`src/rtl/cnn_pkg.sv`:
```
// Shared definitions for the kernel feeder slice.
//   KERNEL_TAPS    : weights per 3x3 kernel
//   WEIGHT_W       : weight word width
//   TAP_W          : width of tap / buffer index counters
//   feeder_state_t : kernel_feeder FSM state
package cnn_pkg;

    localparam int KERNEL_TAPS = 9;
    localparam int WEIGHT_W    = 16;
    localparam int TAP_W       = 4;

    typedef enum logic [1:0] {
        S_IDLE,
        S_FETCH,
        S_WAIT,
        S_DONE
    } feeder_state_t;

endpackage

```
`src/rtl/kernel_shadow_buf.sv`:
```
// Shadow register file holding one prefetched kernel (9 x 16-bit weights).
// Only instantiated when KERNEL_PREFETCH_EN is defined.
// Ports:
//   clk, rst          : clock, asynchronous active-high reset
//   wr_en/wr_idx/wr_data : write port, one weight per cycle
//   rd_idx/rd_data    : combinational read port
module kernel_shadow_buf
    import cnn_pkg::*;
(
    input  logic                clk,
    input  logic                rst,
    input  logic                wr_en,
    input  logic [TAP_W-1:0]    wr_idx,
    input  logic [WEIGHT_W-1:0] wr_data,
    input  logic [TAP_W-1:0]    rd_idx,
    output logic [WEIGHT_W-1:0] rd_data
);

    logic [WEIGHT_W-1:0] regs [KERNEL_TAPS];

    always_ff @(posedge clk or posedge rst) begin
        if (rst) begin
            for (int unsigned i = 0; i < KERNEL_TAPS; i++) begin
                regs[i] <= '0;
            end
        end else if (wr_en && (wr_idx < TAP_W'(KERNEL_TAPS))) begin
            regs[wr_idx] <= wr_data;
        end
    end

    always_comb begin
        rd_data = '0;
        if (rd_idx < TAP_W'(KERNEL_TAPS)) begin
            rd_data = regs[rd_idx];
        end
    end

endmodule

```
`src/rtl/kernel_feeder.sv`:
```
// Streams runs of 3x3 kernels from weight SRAM into a PE over its serial
// kernel-load port. One kernel is delivered per next_kernel pulse; the PE
// holds its weights (kernel_rf_en=1) in between.
// Optional feature: define KERNEL_PREFETCH_EN to prefetch the next kernel
// into a shadow buffer while waiting, so it streams out one cycle after
// next_kernel without touching SRAM.
// Ports:
//   clk, rst                         : clock, asynchronous active-high reset
//   load_valid/load_ready            : run request handshake (ready only in IDLE)
//   load_base, load_cnt              : first weight address, kernel count
//   next_kernel                      : PE finished current kernel (used in WAIT)
//   kernel_loaded, done              : single-cycle status pulses
//   sram_ren, sram_addr, sram_rdata  : weight SRAM read port (1-cycle latency)
//   kernel_rf_en, kernel_data        : PE load port (0 = PE captures data)
module kernel_feeder
    import cnn_pkg::*;
#(
    parameter int ADDR_W = 12,
    parameter int CNT_W  = 8
) (
    input  logic                       clk,
    input  logic                       rst,
    input  logic                       load_valid,
    output logic                       load_ready,
    input  logic [ADDR_W-1:0]          load_base,
    input  logic [CNT_W-1:0]           load_cnt,
    input  logic                       next_kernel,
    output logic                       kernel_loaded,
    output logic                       done,
    output logic                       sram_ren,
    output logic [ADDR_W-1:0]          sram_addr,
    input  logic [WEIGHT_W-1:0]        sram_rdata,
    output logic                       kernel_rf_en,
    output logic signed [WEIGHT_W-1:0] kernel_data
);

    localparam logic [TAP_W-1:0] TAPS        = TAP_W'(KERNEL_TAPS);
    // Direct fetch: 9 read cycles + 1 SRAM latency + 1 register stage.
    localparam logic [TAP_W-1:0] DIRECT_LAST = TAP_W'(KERNEL_TAPS + 1);
    // Buffered stream: tap 0 is presented from WAIT, taps 1..8 from FETCH.
    localparam logic [TAP_W-1:0] BUF_LAST    = TAP_W'(KERNEL_TAPS);

    feeder_state_t state, state_nxt;

    logic [TAP_W-1:0]    tap_q;
    logic [CNT_W-1:0]    k_q, cnt_q, k_nxt;
    logic [ADDR_W-1:0]   addr_q;
    logic                ren_d1_q;

    logic                accept;
    logic                fetch_end;
    logic                resume;
    logic                from_buf;
    logic                wait_read;
    logic                kick;
    logic [TAP_W-1:0]    resume_tap;
    logic                present;
    logic [WEIGHT_W-1:0] present_data;

    assign k_nxt     = k_q + 1'b1;
    assign sram_addr = addr_q;

`ifdef KERNEL_PREFETCH_EN
    logic                from_buf_q;
    logic                pending_q;
    logic [TAP_W-1:0]    pf_issue_q;
    logic [TAP_W-1:0]    pf_wr_q;
    logic                pf_rd_d1_q;
    logic                buf_ready;
    logic                stream;
    logic [TAP_W-1:0]    buf_rd_idx;
    logic [WEIGHT_W-1:0] buf_rd_data;

    // Buffer counts as full in the cycle of its last write so streaming can
    // begin on the very next cycle.
    assign buf_ready  = (pf_wr_q == TAPS) || (pf_rd_d1_q && (pf_wr_q == TAPS - 1'b1));
    assign kick       = (next_kernel || pending_q) && buf_ready;
    assign wait_read  = (pf_issue_q < TAPS);
    assign from_buf   = from_buf_q;
    assign resume_tap = TAP_W'(1);
    assign stream     = resume || ((state == S_FETCH) && from_buf_q && (tap_q < TAPS));
    assign buf_rd_idx = (state == S_FETCH) ? tap_q : '0;
    assign present      = ren_d1_q || stream;
    assign present_data = stream ? buf_rd_data : sram_rdata;

    kernel_shadow_buf u_shadow (
        .clk     (clk),
        .rst     (rst),
        .wr_en   (pf_rd_d1_q),
        .wr_idx  (pf_wr_q),
        .wr_data (sram_rdata),
        .rd_idx  (buf_rd_idx),
        .rd_data (buf_rd_data)
    );

    always_ff @(posedge clk or posedge rst) begin
        if (rst) begin
            from_buf_q <= 1'b0;
            pending_q  <= 1'b0;
            pf_issue_q <= '0;
            pf_wr_q    <= '0;
            pf_rd_d1_q <= 1'b0;
        end else begin
            pf_rd_d1_q <= (state == S_WAIT) && sram_ren;
            if (accept) begin
                from_buf_q <= 1'b0;
                pending_q  <= 1'b0;
            end else if (resume) begin
                from_buf_q <= 1'b1;
                pending_q  <= 1'b0;
            end else if ((state == S_WAIT) && next_kernel) begin
                pending_q  <= 1'b1;
            end
            if (fetch_end) begin
                pf_issue_q <= '0;
                pf_wr_q    <= '0;
            end else begin
                if ((state == S_WAIT) && sram_ren) pf_issue_q <= pf_issue_q + 1'b1;
                if (pf_rd_d1_q)                    pf_wr_q    <= pf_wr_q + 1'b1;
            end
        end
    end
`else
    assign kick         = next_kernel;
    assign wait_read    = 1'b0;
    assign from_buf     = 1'b0;
    assign resume_tap   = '0;
    assign present      = ren_d1_q;
    assign present_data = sram_rdata;
`endif

    always_ff @(posedge clk or posedge rst) begin
        if (rst) state <= S_IDLE;
        else     state <= state_nxt;
    end

    always_comb begin
        state_nxt  = state;
        load_ready = 1'b0;
        sram_ren   = 1'b0;
        accept     = 1'b0;
        fetch_end  = 1'b0;
        resume     = 1'b0;
        case (state)
            S_IDLE: begin
                load_ready = 1'b1;
                if (load_valid) begin
                    accept    = 1'b1;
                    state_nxt = (load_cnt == '0) ? S_DONE : S_FETCH;
                end
            end
            S_FETCH: begin
                sram_ren = !from_buf && (tap_q < TAPS);
                if (tap_q == (from_buf ? BUF_LAST : DIRECT_LAST)) begin
                    fetch_end = 1'b1;
                    state_nxt = (k_nxt == cnt_q) ? S_DONE : S_WAIT;
                end
            end
            S_WAIT: begin
                sram_ren = wait_read;
                if (kick) begin
                    resume    = 1'b1;
                    state_nxt = S_FETCH;
                end
            end
            S_DONE: begin
                state_nxt = S_IDLE;
            end
            default: begin
                state_nxt = S_IDLE;
            end
        endcase
    end

    always_ff @(posedge clk or posedge rst) begin
        if (rst) begin
            tap_q         <= '0;
            k_q           <= '0;
            cnt_q         <= '0;
            addr_q        <= '0;
            ren_d1_q      <= 1'b0;
            kernel_data   <= '0;
            kernel_rf_en  <= 1'b1;
            kernel_loaded <= 1'b0;
            done          <= 1'b0;
        end else begin
            ren_d1_q      <= (state == S_FETCH) && sram_ren;
            kernel_loaded <= fetch_end;
            done          <= (state == S_DONE);
            kernel_rf_en  <= !present;
            if (present) kernel_data <= present_data;

            // Address pointer runs straight through a run: after kernel k's
            // nine reads it already sits at base + 9*(k+1).
            if (accept) begin
                addr_q <= load_base;
                cnt_q  <= load_cnt;
                k_q    <= '0;
            end else if (sram_ren) begin
                addr_q <= addr_q + 1'b1;
            end

            if (fetch_end) k_q <= k_nxt;

            if (accept)                tap_q <= '0;
            else if (resume)           tap_q <= resume_tap;
            else if (state == S_FETCH) tap_q <= tap_q + 1'b1;
        end
    end

endmodule

```
`config.mk`:
```
export PLATFORM = sky130hd
export DESIGN_NAME = kernel_feeder
export DESIGN_NICKNAME = d
export VERILOG_FILES = /design/src/rtl/cnn_pkg.sv /design/src/rtl/kernel_shadow_buf.sv /design/src/rtl/kernel_feeder.sv
export SDC_FILE = /design/constraint.sdc
export NUM_CORES = 1
export LEC_CHECK = 0
export ABC_AREA = 1
export CORE_ASPECT_RATIO = 2
export CORE_MARGIN = 1.5
export CORE_UTILIZATION = 45
export CTS_BUF_LIST = sky130_fd_sc_hd__clkbuf_2
export DETAILED_ROUTE_END_ITERATION = 10
export PLACE_DENSITY = 0.79
export SKIP_CTS_REPAIR_TIMING = 1
export SLEW_MARGIN = 20
export SYNTH_ARGS = -nofsm -noshare
export SYNTH_HDL_FRONTEND = slang
export SYNTH_SLANG_ARGS = --single-unit
```
`constraint.sdc`:
```
create_clock -name clk -period 1.8 [get_ports clk]
set_clock_uncertainty 0.05 [all_clocks]
set_input_delay 0.36 -clock clk [delete_from_list [all_inputs] [get_ports clk]]
set_output_delay 0.36 -clock clk [all_outputs]
set_load 0.005 [all_outputs]
```
# After elaboration in Yosys (flattened, before gate mapping)
# Index checks and enable logic that the tools add are counted.
# totals
inputBits,40
rom_bits,0
memories,0
register_bits,54
out_inout_bits,33
latchBits,0
word_cells,51
ramBits,0
# classes
magnitude_cmp,1
mux,21
eq_ne,8
add_sub_neg,3
mul,0
shift,0
n_bitwise,0
n_reduce_logical,8
div,0
# op_table
cell,count
12-bit two-way mux,2
8-bit two-way mux,2
"12-bit by 1-bit adder with 12-bit output, second input constant",1
4-bit two-way mux,3
1-bit two-way mux,9
"8-bit by 1-bit adder with 8-bit output, second input constant",1
8-bit == test,1
8-bit logical NOT,1
2-bit two-way mux,4
2-bit one-hot mux with 4 select lines,1
"2-bit != test, second input constant",3
"4-bit by 1-bit adder with 4-bit output, second input constant",1
"2-bit == test, second input constant",2
"4-bit == test, second input constant",1
"4-bit less-than comparator, second input constant",1
2-bit nonzero test,2
3-bit AND reduction,1
3-bit nonzero test,1
"2-bit by 1-bit == test with 1-bit output, second input constant",1
2-bit logical NOT,1
1-bit logical AND,1
1-bit logical NOT,1

# Logic depth before layout (Yosys ltp)
# Gate-level depths: netlist (run 1).
# logic_depth
ltp_word,5
depth_mapped,11
mapped_depth_nobuf,11

# Worst setup path after synthesis (run 1)
# No wires, ideal clock.
# synth_path
kind,register to register
startpoint,reg k_q[0]
endpoint,reg state[0]
setup_ns,0.073
path_buffers,0
slack_ns,0.365
required_time_ns,1.677
period_less_slack_ns,1.435
stages_incl_launch_ff,8
arrival_time_ns,1.312
cell_sequence,dfrtp_1 -> ha_1 -> xor2_1 -> nor2_1 -> nand3_1 -> nor2_1 -> nand3_1 -> a21oi_2
# synth_between
elab_chain_len,5
# synth_lines
element,line_no,text
"start, declared",kernel_feeder.sv:46,"logic [CNT_W-1:0] k_q, cnt_q, k_nxt;"
"start signal, assigned",kernel_feeder.sv:203,if (fetch_end) k_q <= k_nxt;
8-bit by 1-bit adder with 8-bit output,kernel_feeder.sv:60,assign k_nxt = k_q + 1'b1;
8-bit == test,kernel_feeder.sv:156,state_nxt = (k_nxt == cnt_q) ? S_DONE : S_WAIT;
1-bit two-way mux,kernel_feeder.sv:156,
2-bit two-way mux,kernel_feeder.sv:154,if (tap_q == (from_buf ? BUF_LAST : DIRECT_LAST)) begin
2-bit one-hot mux with 4 select lines,kernel_feeder.sv:144,case (state)
"end signal, assigned",kernel_feeder.sv:134,else state <= state_nxt;
"end, declared",kernel_feeder.sv:43,"feeder_state_t state, state_nxt;"
# No other way between the ends. The select of a mux whose other input is x is not followed.
# A chain may end at the register's enable or synchronous reset.

# Worst setup path in the final report (run 1)
# layout_path
startpoint,reg tap_q[1]
endpoint,out sram_ren
# layout_between
elab_chain_len,2
# layout_lines
element,line_no,text
"start, declared",kernel_feeder.sv:45,logic [TAP_W-1:0] tap_q;
"start signal, assigned",kernel_feeder.sv:206,else if (resume) tap_q <= resume_tap;
"start signal, assigned",kernel_feeder.sv:207,else if (state == S_FETCH) tap_q <= tap_q + 1'b1;
4-bit less-than comparator,kernel_feeder.sv:153,sram_ren = !from_buf && (tap_q < TAPS);
1-bit two-way mux,kernel_feeder.sv:144,
"end, declared",kernel_feeder.sv:30,"output logic sram_ren,"
# No other way between the ends.

==> metrics.cfg, run 1 <==
[outcome]
outcome = finished, violations left
violations = negative setup slack

[detailed_routing]
viasPerCell = 5.175
wl_mm = 7.207
avgRoutedWirePerCell_um = 13.73
vias = 2717
drtIter0Drc = 112
ant_nets = 0
dr.pass1.iters = 6
drc_errors = 0

[hold_path]
hold_path.class = primary input to register
hold_start = sram_rdata[7]

[sta]
setup_slack_ns = -0.1263
worst_hold_slack_ns = 0.3152
max_freq_mhz = 519.1
timing.final.crit_share_pct = 107.0
fin_crit_ns = 1.926
relSlewSlack_pct = 69.30
rsz0062_at_grt = true
setup_violations = 1
drv_slew = 0
worst_pin_slew_ns = 0.4577
finalHoldViolCount = 0

[power]
power_density_nw_per_um2 = 1423
p_sw_share_pct = 41.26
power_frac_clock_pct = 9.0
p_int_uw = 3324
switchingPower_uw = 2335
ir_drop_mv = 1.098
pwr-share-comb_pct = 54.6
leakage_uw = 0.002228
pwr-share-seq_pct = 36.5

[logic_synthesis]
ys_seq_area_share_pct = 48.28
ys.flop_type = dfrtp_1
synth_top_area_share_pct = 47.34
ys_ff_latch = 54
synth.top_cells.by_area = dfrtp_1, nand2_1, nand3_1, inv_1, o21ai_0
yosysWarnings = 0
yosys.cell_types.count = 39
syn-num-nets = 402
yosys.area.top_type = dfrtp_1
netlist_area_um2 = 2801
synth_edf_count = 0
synth_area_per_cell_um2 = 7.847
synth_async_sr_flop_share_pct = 100.0
synthCells = 357

[cells_and_area]
fin_nets = 506
antenna-diode-count = 0
drive_gt1_share_pct = 14.50
seqCellArea_um2 = 1360
syn_to_final_growth_pct = 41.98
final_util_pct = 66.23
multi_input_area_um2 = 1271
fill_cells = 484

[setup_path]
worstSetupEndpointType = output port
crit_start = tap_q[1]$_DFFE_PP0P_
worst-path-max-fanout = 3
cp-start-kind = register
worst-endpoint-arrival_ns = 1.52
rr_startpoint = tap_q[0]$_DFFE_PP0P_
required_ns = 1.39
criticalPathCategory = register to output port

[clock_tree]
worstSkewPairLatency_ns = 0.48
h-tree-depth = 2
clk_pin_slew_worst_paths_ns = 0.27
cts_tree = done
cts_buffers = 5
root_buffer = clkbuf_2
cts_sinks = 54
cts_max_path_buffers = 2

[global_routing]
use_met2_pct = 40.74
grt_usage_pct = 22.20
grt_max_degree = 32
use_met3_pct = 3.503
antenna_found_initial = 0
grt_pass1_wl_mm = 11.51
grt-busiest-layer = met2
grt_pass1_vias = 2557
overflow = 0
use_met1_pct = 24.04

[die]
start_util_pct = 46.65
core_um2 = 6006
die_x_um = 58.79
die_h_um = 114.6
die-area_um2 = 6736
row_count = 40
ioPinCount = 73

[flow_run]
maxCapViolCount = 0

[place]
port-buffer-count = 72
gp_congestion = 0.8794
place_hpwl_mm = 5.386

-- per-layer routing --
layer  share of wire [%]  routed length (um)
met5                   0                   0
met4                 2.8                 201
met3                 3.5                 252
met2                  56                4064
met1                  37                2689
-- power by group through the flow --
stage | clock network (uW) | registers, uW | logic, uW
finish | 507 | 2060 | 3090
global route | 554 | 2120 | 3440
CTS | 529 | 2090 | 2890
detailed placement | 0 | 2120 | 2880
global placement | 0 | 2100 | 2810
floorplan | 0 | 2080 | 1540
-- layout by cell type (no fill, tap or decap), types with 2 or more instances in the layout --
cell / count
nand2_1: 119
dfrtp_1: 47
clkdlybuf4s50_1: 39
inv_1: 35
nand3_1: 35
dlymetal6s2s_1: 33
buf_4: 31
o21ai_0: 25
nor2_1: 24
a21oi_1: 9
dfrtp_2: 6
nor2_4: 5
ha_1: 5
clkbuf_2: 5
inv_2: 4
nand2_2: 4
o22ai_1: 4
xor2_1: 3
nor3_4: 2
clkinv_1: 2
nor4_1: 2
nand3b_1: 2
a22oi_1: 2
-- stage by stage --
| stage | TNS, ns | cell area, um2 | setup slack (ns) | std cells | total power, uW |
|---|---|---|---|---|---|
| after global routing | -0.2576 | 3978 | -0.2478 | 525 | 6113 |
| after detailed placement | 0 | 3681 | 0.05186 | 499 | 4994 |
| after floorplan | 0 | 2801 | 0.07708 | 357 | 3620 |
| after CTS | -3.491 | 3726 | -0.5518 | 507 | 5513 |
| after global placement | 0 | 3681 | 0.05916 | 499 | 4909 |
| final | -0.1263 | 3978 | -0.1263 | 525 | 5659 |
-- sequential cells by signal (all words and copies together) (netlist names) --
register	flops
tap_q	4
sram_addr	12
done	1
k_q	8
state	2
kernel_data	16
kernel_loaded	1
present	1
kernel_rf_en	1
cnt_q	8
-- cell families (layout without fill, tap and decap cells) --
family / Yosys count / after routing / synth area share [%]
fa+ha+maj: 5 / 5 / 2.233
compound gates: 47 / 47 / 9.424
flops: 54 / 54 / 48.28
buf+inv: 49 / 154 / 7.191
simple gates: 199 / 199 / 31.93
xor+xnor: 3 / 3 / 0.9381
-- critical path, cell delays in order, from the launching register on --
cell and delay, ns:
dfrtp_1 0.45, inv_2 0.05, ha_1 0.16, nand2_1 0.06, nand2_1 0.05, nand2_2 0.07
inv_1 0.05, dlymetal6s2s_1 0.14
-- synthesized netlist by cell type, types with 3 or more instances --
master and number:
dfrtp_1 53, ha_1 5, nand2_1 121, o21ai_0 25
nand3_1 35, inv_1 37, nor2_1 25, o22ai_1 4
xor2_1 3, nor2_4 3, a21oi_1 9, buf_2 3
clkbuf_1 3
-- cell type report --
type	count	area share [%]
flip-flops and latches	54	34.19
clock buffers	5	0.6291
clock inverters	3	0.5033
inverters	41	3.932
repair buffers	105	26.80
well taps	63	1.982
multi-input cells	254	31.96
-- path summary, 6_finish.rpt --
check	to	slack (ns)	depth (start not counted)
worst max register to register	k_q[4]$_DFFE_PP0P_	0.12	8
max in group asynchronous	kernel_rf_en$_DFF_PP1_	0.65	4
min in group asynchronous	kernel_data[9]$_DFFE_PP0P_	0.58	3
worst max-delay path	sram_ren	-0.13	7
worst min register to register	kernel_data[1]$_DFFE_PP0P_	0.46	2
worst min-delay path	kernel_data[7]$_DFFE_PP0P_	0.32	3
Note: power is estimated with default switching activity, not from simulation.
==> run 2, diff against run 1 <==
Settings changed: GPL_TIMING_DRIVEN set to 0.
==> run 2 against run 1 <==
The run still ends with negative setup slack left. Largest power group unchanged. Sequential power hardly changed. First-iteration DRC count is 0.89% lower. Sequential share of layout area hardly changed. Largest cell class unchanged. Via count is 2.2% higher. Flip-flop and latch count stayed put. Die area stayed put. Combinational power is 6% higher. Worst setup slack worse by 0.12 ns. Critical path type unchanged. Clock power is 4% higher. Global-route usage is 0.40 points higher.
==> metrics.cfg, run 2 (synthesis gave the netlist of run 1 again) <==
[sta]
timing.final.crit_share_pct = 113.7
final.setup.tns_ns = -0.2463
worst_pin_slew_ns = 0.6782
max_freq_mhz = 488.7
setup_violations = 1
worst_hold_slack_ns = 0.1876
drv_slew = 0
setup_slack_ns = -0.2463
relSlewSlack_pct = 54.79
finalHoldViolCount = 0
rsz0062_at_grt = true
fin_crit_ns = 2.046

[setup_path]
max_stage_delay_ns = 0.47
worst-endpoint-arrival_ns = 1.64
crit_start = tap_q[1]$_DFFE_PP0P_
rr_startpoint = tap_q[0]$_DFFE_PP0P_
criticalPathCategory = register to output port
cp_top_family = flip-flops
crit_slowest_cell = dfrtp_1
worstSetupEndpointType = output port
required_ns = 1.39
cp-start-kind = register
worst-path-max-fanout = 3
worstPathCellList = inv_2 > ha_1 > nand2_1 > nand2_2 > nand2_4 > inv_4 > dlymetal6s2s_1
worst-path-buf-inv = 3

[detailed_routing]
ant_nets = 0
vias = 2778
wl_mm = 7.644
drtIter0Drc = 111
dr.pass1.iters = 4
drc_errors = 0
avgRoutedWirePerCell_um = 14.48
viasPerCell = 5.261

[power]
p_sw_share_pct = 41.50
power_density_nw_per_um2 = 1471
pwr-share-seq_pct = 35.1
leakage_uw = 0.002227
pwr-share-comb_pct = 55.9
p_int_uw = 3416
power_uw = 5839
ir_drop_mv = 1.157
switchingPower_uw = 2423
power_frac_clock_pct = 9.0

[global_routing]
antenna_found_initial = 0
grt_max_degree = 55
grt_pass1_wl_mm = 11.68
overflow = 0
grt_usage_pct = 22.60
grt_pass1_vias = 2657

[clock_tree]
cts_max_path_buffers = 2
cts_tree = done
cts_buffers = 5
clk_pin_slew_worst_paths_ns = 0.28
cts_sinks = 54
h-tree-depth = 2
root_buffer = clkbuf_2
worstSkewPairLatency_ns = 0.51

[flow_run]
maxCapViolCount = 0

[die]
start_util_pct = 46.65
die_h_um = 114.6
die-area_um2 = 6736
row_count = 40
die_x_um = 58.79
core_um2 = 6006
ioPinCount = 73

[cells_and_area]
drive_gt1_share_pct = 14.84
largest_register_ffs = 16
layout_common_cells = nand2_1, dfrtp_1, clkdlybuf4s50_1, nand3_1
syn_to_final_growth_pct = 41.67
fin_area_um2 = 3969
final_common_cell = nand2_1
fin_nets = 509
antenna-diode-count = 0
regMostFlops = kernel_data
fill_cells = 499

[place]
preCtsSetupSlack_ns = -0.2399
port-buffer-count = 72
place_hpwl_mm = 5.274
dpl_cell_area_um2 = 3603
gp_congestion = 0.8438

[outcome]
violations = negative setup slack
outcome = finished, violations left

[hold_path]
hold_path.class = primary input to async pin

[run 2: cell count changes in the layout (fill, tap and decap cells not counted), moves of 2 or more]
cell and change:
buf_2 +3, buf_4 -2, clkbuf_1 +3, dfrtp_1 +2
dfrtp_2 -2, inv_1 -2, inv_4 +2, nand2_2 -2
nor2_1 -2, nor2_2 +3
[run 2: metal layers]
metal  GRT usage (%)  wire (um)  vias to the layer above
li1                -          -                     1358
met1           23.13       2654                     1310
met2           41.78       4433                       87
met3           3.616        276                       23
met4           11.82        279                        0
met5               0          0                        -
[run 2: layout make-up]
cell class | count | area, um2 | share of cell area [%]
Buffer | 8 | 45.04 | 1.135
Clock buffer | 5 | 25.02 | 0.6305
Clock inverter | 3 | 20.02 | 0.5044
Inverter | 41 | 161.4 | 4.067
Multi-Input combinational cell | 254 | 1267 | 31.94
Sequential cell | 54 | 1358 | 34.21
Tap cell | 63 | 78.83 | 1.986
Timing Repair Buffer | 100 | 1013 | 25.54
[run 2: path summary, 6_finish.rpt]
check	slack, ns	cells after the start	end
max in group asynchronous	1.01	2	state[0]$_DFFE_PP0P_
worst max-delay path	-0.25	7	sram_ren
worst max register to register	0.06	8	k_q[7]$_DFFE_PP0P_
worst min-delay path	0.19	2	sram_addr[3]$_DFFE_PP0P_
min in group clk	0.30	3	kernel_data[0]$_DFFE_PP0P_
worst min register to register	0.46	2	kernel_data[7]$_DFFE_PP0P_
[run 2: metrics by stage]
step	utilization, %	std cells
after floorplan	-	357
after global placement	59.96	492
after detailed placement	60.00	492
after CTS	60.75	500
after global routing	66.08	528
final	66.08	528
[run 2: power by group through the flow]
| stage | clock, uW | combinational (uW) | sequential [uW] |
|---|---|---|---|
| final | 525 | 3260 | 2050 |
| after detailed placement | 0 | 2760 | 2120 |
| after floorplan | 0 | 1540 | 2080 |
| after global placement | 0 | 2710 | 2100 |
| after CTS | 534 | 2780 | 2090 |
| after global routing | 567 | 3600 | 2110 |
==> run 3, diff against run 2 <==
Settings changed: SKIP_CTS_REPAIR_TIMING 1 to not set.
==> run 3 against run 2 <==
Worst hold slack better by 0.036 ns. The run still ends with negative setup slack left. Sequential share of layout area up 0.42 points. Largest power group unchanged. Total power up 0.22%. Critical path type unchanged. Core utilization down 0.85 points.
==> metrics.cfg, run 3 (synthesis gave the netlist of run 1 again) <==
[setup_path]
cp-start-kind = register
rr_startpoint = tap_q[1]$_DFFE_PP0P_
crit_slowest_cell = dfrtp_1
worstSetupEndpointType = output port
cp_top_family = flip-flops
max_stage_delay_ns = 0.47
worstPathCellList = inv_2 > ha_4 > nand2_2 > nand2_2 > nand2_4 > inv_4 > buf_6
reg2regPathDepth = 8
worst-path-buf-inv = 3
worst-endpoint-arrival_ns = 1.51
crit_start = tap_q[1]$_DFFE_PP0P_
criticalPathCategory = register to output port
cpMostUsedCell = nand2_2
r2r-end = k_q[7]$_DFFE_PP0P_
required_ns = 1.39
rrSetupSlack_ns = 0.03
worst-path-max-fanout = 2

[place]
place_inst = 492
preCtsSetupSlack_ns = -0.2399
gp_congestion = 0.8438
dpl_cell_area_um2 = 3603
place_hpwl_mm = 5.274
port-buffer-count = 72

[global_routing]
grt_pass1_vias = 2841
grt_max_degree = 55
grt_usage_pct = 24.32
antenna_found_initial = 0
overflow = 0
grt_pass1_wl_mm = 12.53

[die]
die-area_um2 = 6736
die_x_um = 58.79
core_um2 = 6006
row_count = 40
die_h_um = 114.6
start_util_pct = 46.65
ioPinCount = 73

[cells_and_area]
regMostFlops = kernel_data
antenna-diode-count = 0
largest_register_ffs = 16
final_util_pct = 65.23
fin_area_um2 = 3918
drive_gt1_share_pct = 16.56
seqCellArea_um2 = 1356
multi_input_area_um2 = 1282
layout_common_cells = nand2_1, dfrtp_1, clkdlybuf4s50_1, nand3_1, inv_1
final_common_cell = nand2_1
instances_no_fill = 534
syn_to_final_growth_pct = 39.84
fin_nets = 515
fill_cells = 524

[sta]
drv_slew = 0
setup_slack_ns = -0.1216
rsz0062_at_grt = true
worst_pin_slew_ns = 0.6727
fin_crit_ns = 1.922
relSlewSlack_pct = 55.15
max_freq_mhz = 520.4
worst_hold_slack_ns = 0.2232
setup_violations = 1
finalHoldViolCount = 0
timing.final.crit_share_pct = 106.8

[detailed_routing]
vias = 2839
drtIter0Drc = 121
drc_errors = 0
viasPerCell = 5.316
wl_mm = 7.698
dr.pass1.iters = 6
avgRoutedWirePerCell_um = 14.42
ant_nets = 0

[clock_tree]
h-tree-depth = 2
cts_sinks = 54
clk_pin_slew_worst_paths_ns = 0.28
worstSkewPairLatency_ns = 0.48
cts_hold_buf = 0
cts_buffers = 5
root_buffer = clkbuf_2
cts_tree = done
cts_max_path_buffers = 2

[power]
leakage_uw = 0.001991
ir_drop_mv = 1.092
power_density_nw_per_um2 = 1494

[hold_path]
hold_path.class = primary input to async pin

[outcome]
violations = negative setup slack
outcome = finished, violations left

[flow_run]
maxCapViolCount = 0

run 3: final cells by class:
| class | instances | area share, % |
|---|---|---|
| Tap cell | 63 | 2.012 |
| Clock inverter | 3 | 0.5110 |
| Sequential cell | 54 | 34.62 |
| Clock buffer | 5 | 0.6388 |
| Timing Repair Buffer | 106 | 24.21 |
| Multi-Input combinational cell | 254 | 32.74 |
| Inverter | 41 | 4.120 |
| Buffer | 8 | 1.150 |
run 3: what timing repair did:
action / CTS / global route
resized for setup: 46 / 13
gates cloned: 0 / 0
pin swaps: 3 / 3
endpoints found under the hold margin: 0 / 0
setup endpoints to repair: 32 / 9
setup buffers: 26 / 8
run 3: power by group:
part / total (uW) / switching [uW] / internal, uW / leakage [uW]
logic: 3340 / 1780 / 1570 / 0.00130
registers: 1990 / 273 / 1720 / 0.000665
clock network: 516 / 420 / 96.3 / 0.0000270
run 3: per-stage QoR:
step / TNS (ns) / power (uW)
after floorplan: 0 / 3620
after global placement: -51.54 / 4802
after detailed placement: -0.2399 / 4876
after CTS: -0.1380 / 5613
after global routing: -0.3452 / 6301
final: -0.1216 / 5852
run 3: worst max-delay path by stage:
stage / slack (ns) / cells after the start / to
2_1_floorplan: 0.08 / 1 / cnt_q[0]$_DFFE_PP0P_
3_3_place_gp: -0.96 / 2 / cnt_q[5]$_DFFE_PP0P_
3_5_place_dp: -0.24 / 7 / sram_ren
4_1_cts: -0.14 / 7 / sram_ren
5_1_grt: -0.18 / 7 / sram_ren
6_report: -0.12 / 7 / sram_ren
run 3: layer usage:
layer	routed length [um]	GRT usage, %	vias up
met5	0	0	-
met4	359	14.85	0
met3	321	3.955	28
met2	4350	44.44	110
met1	2666	24.32	1331
li1	-	-	1370
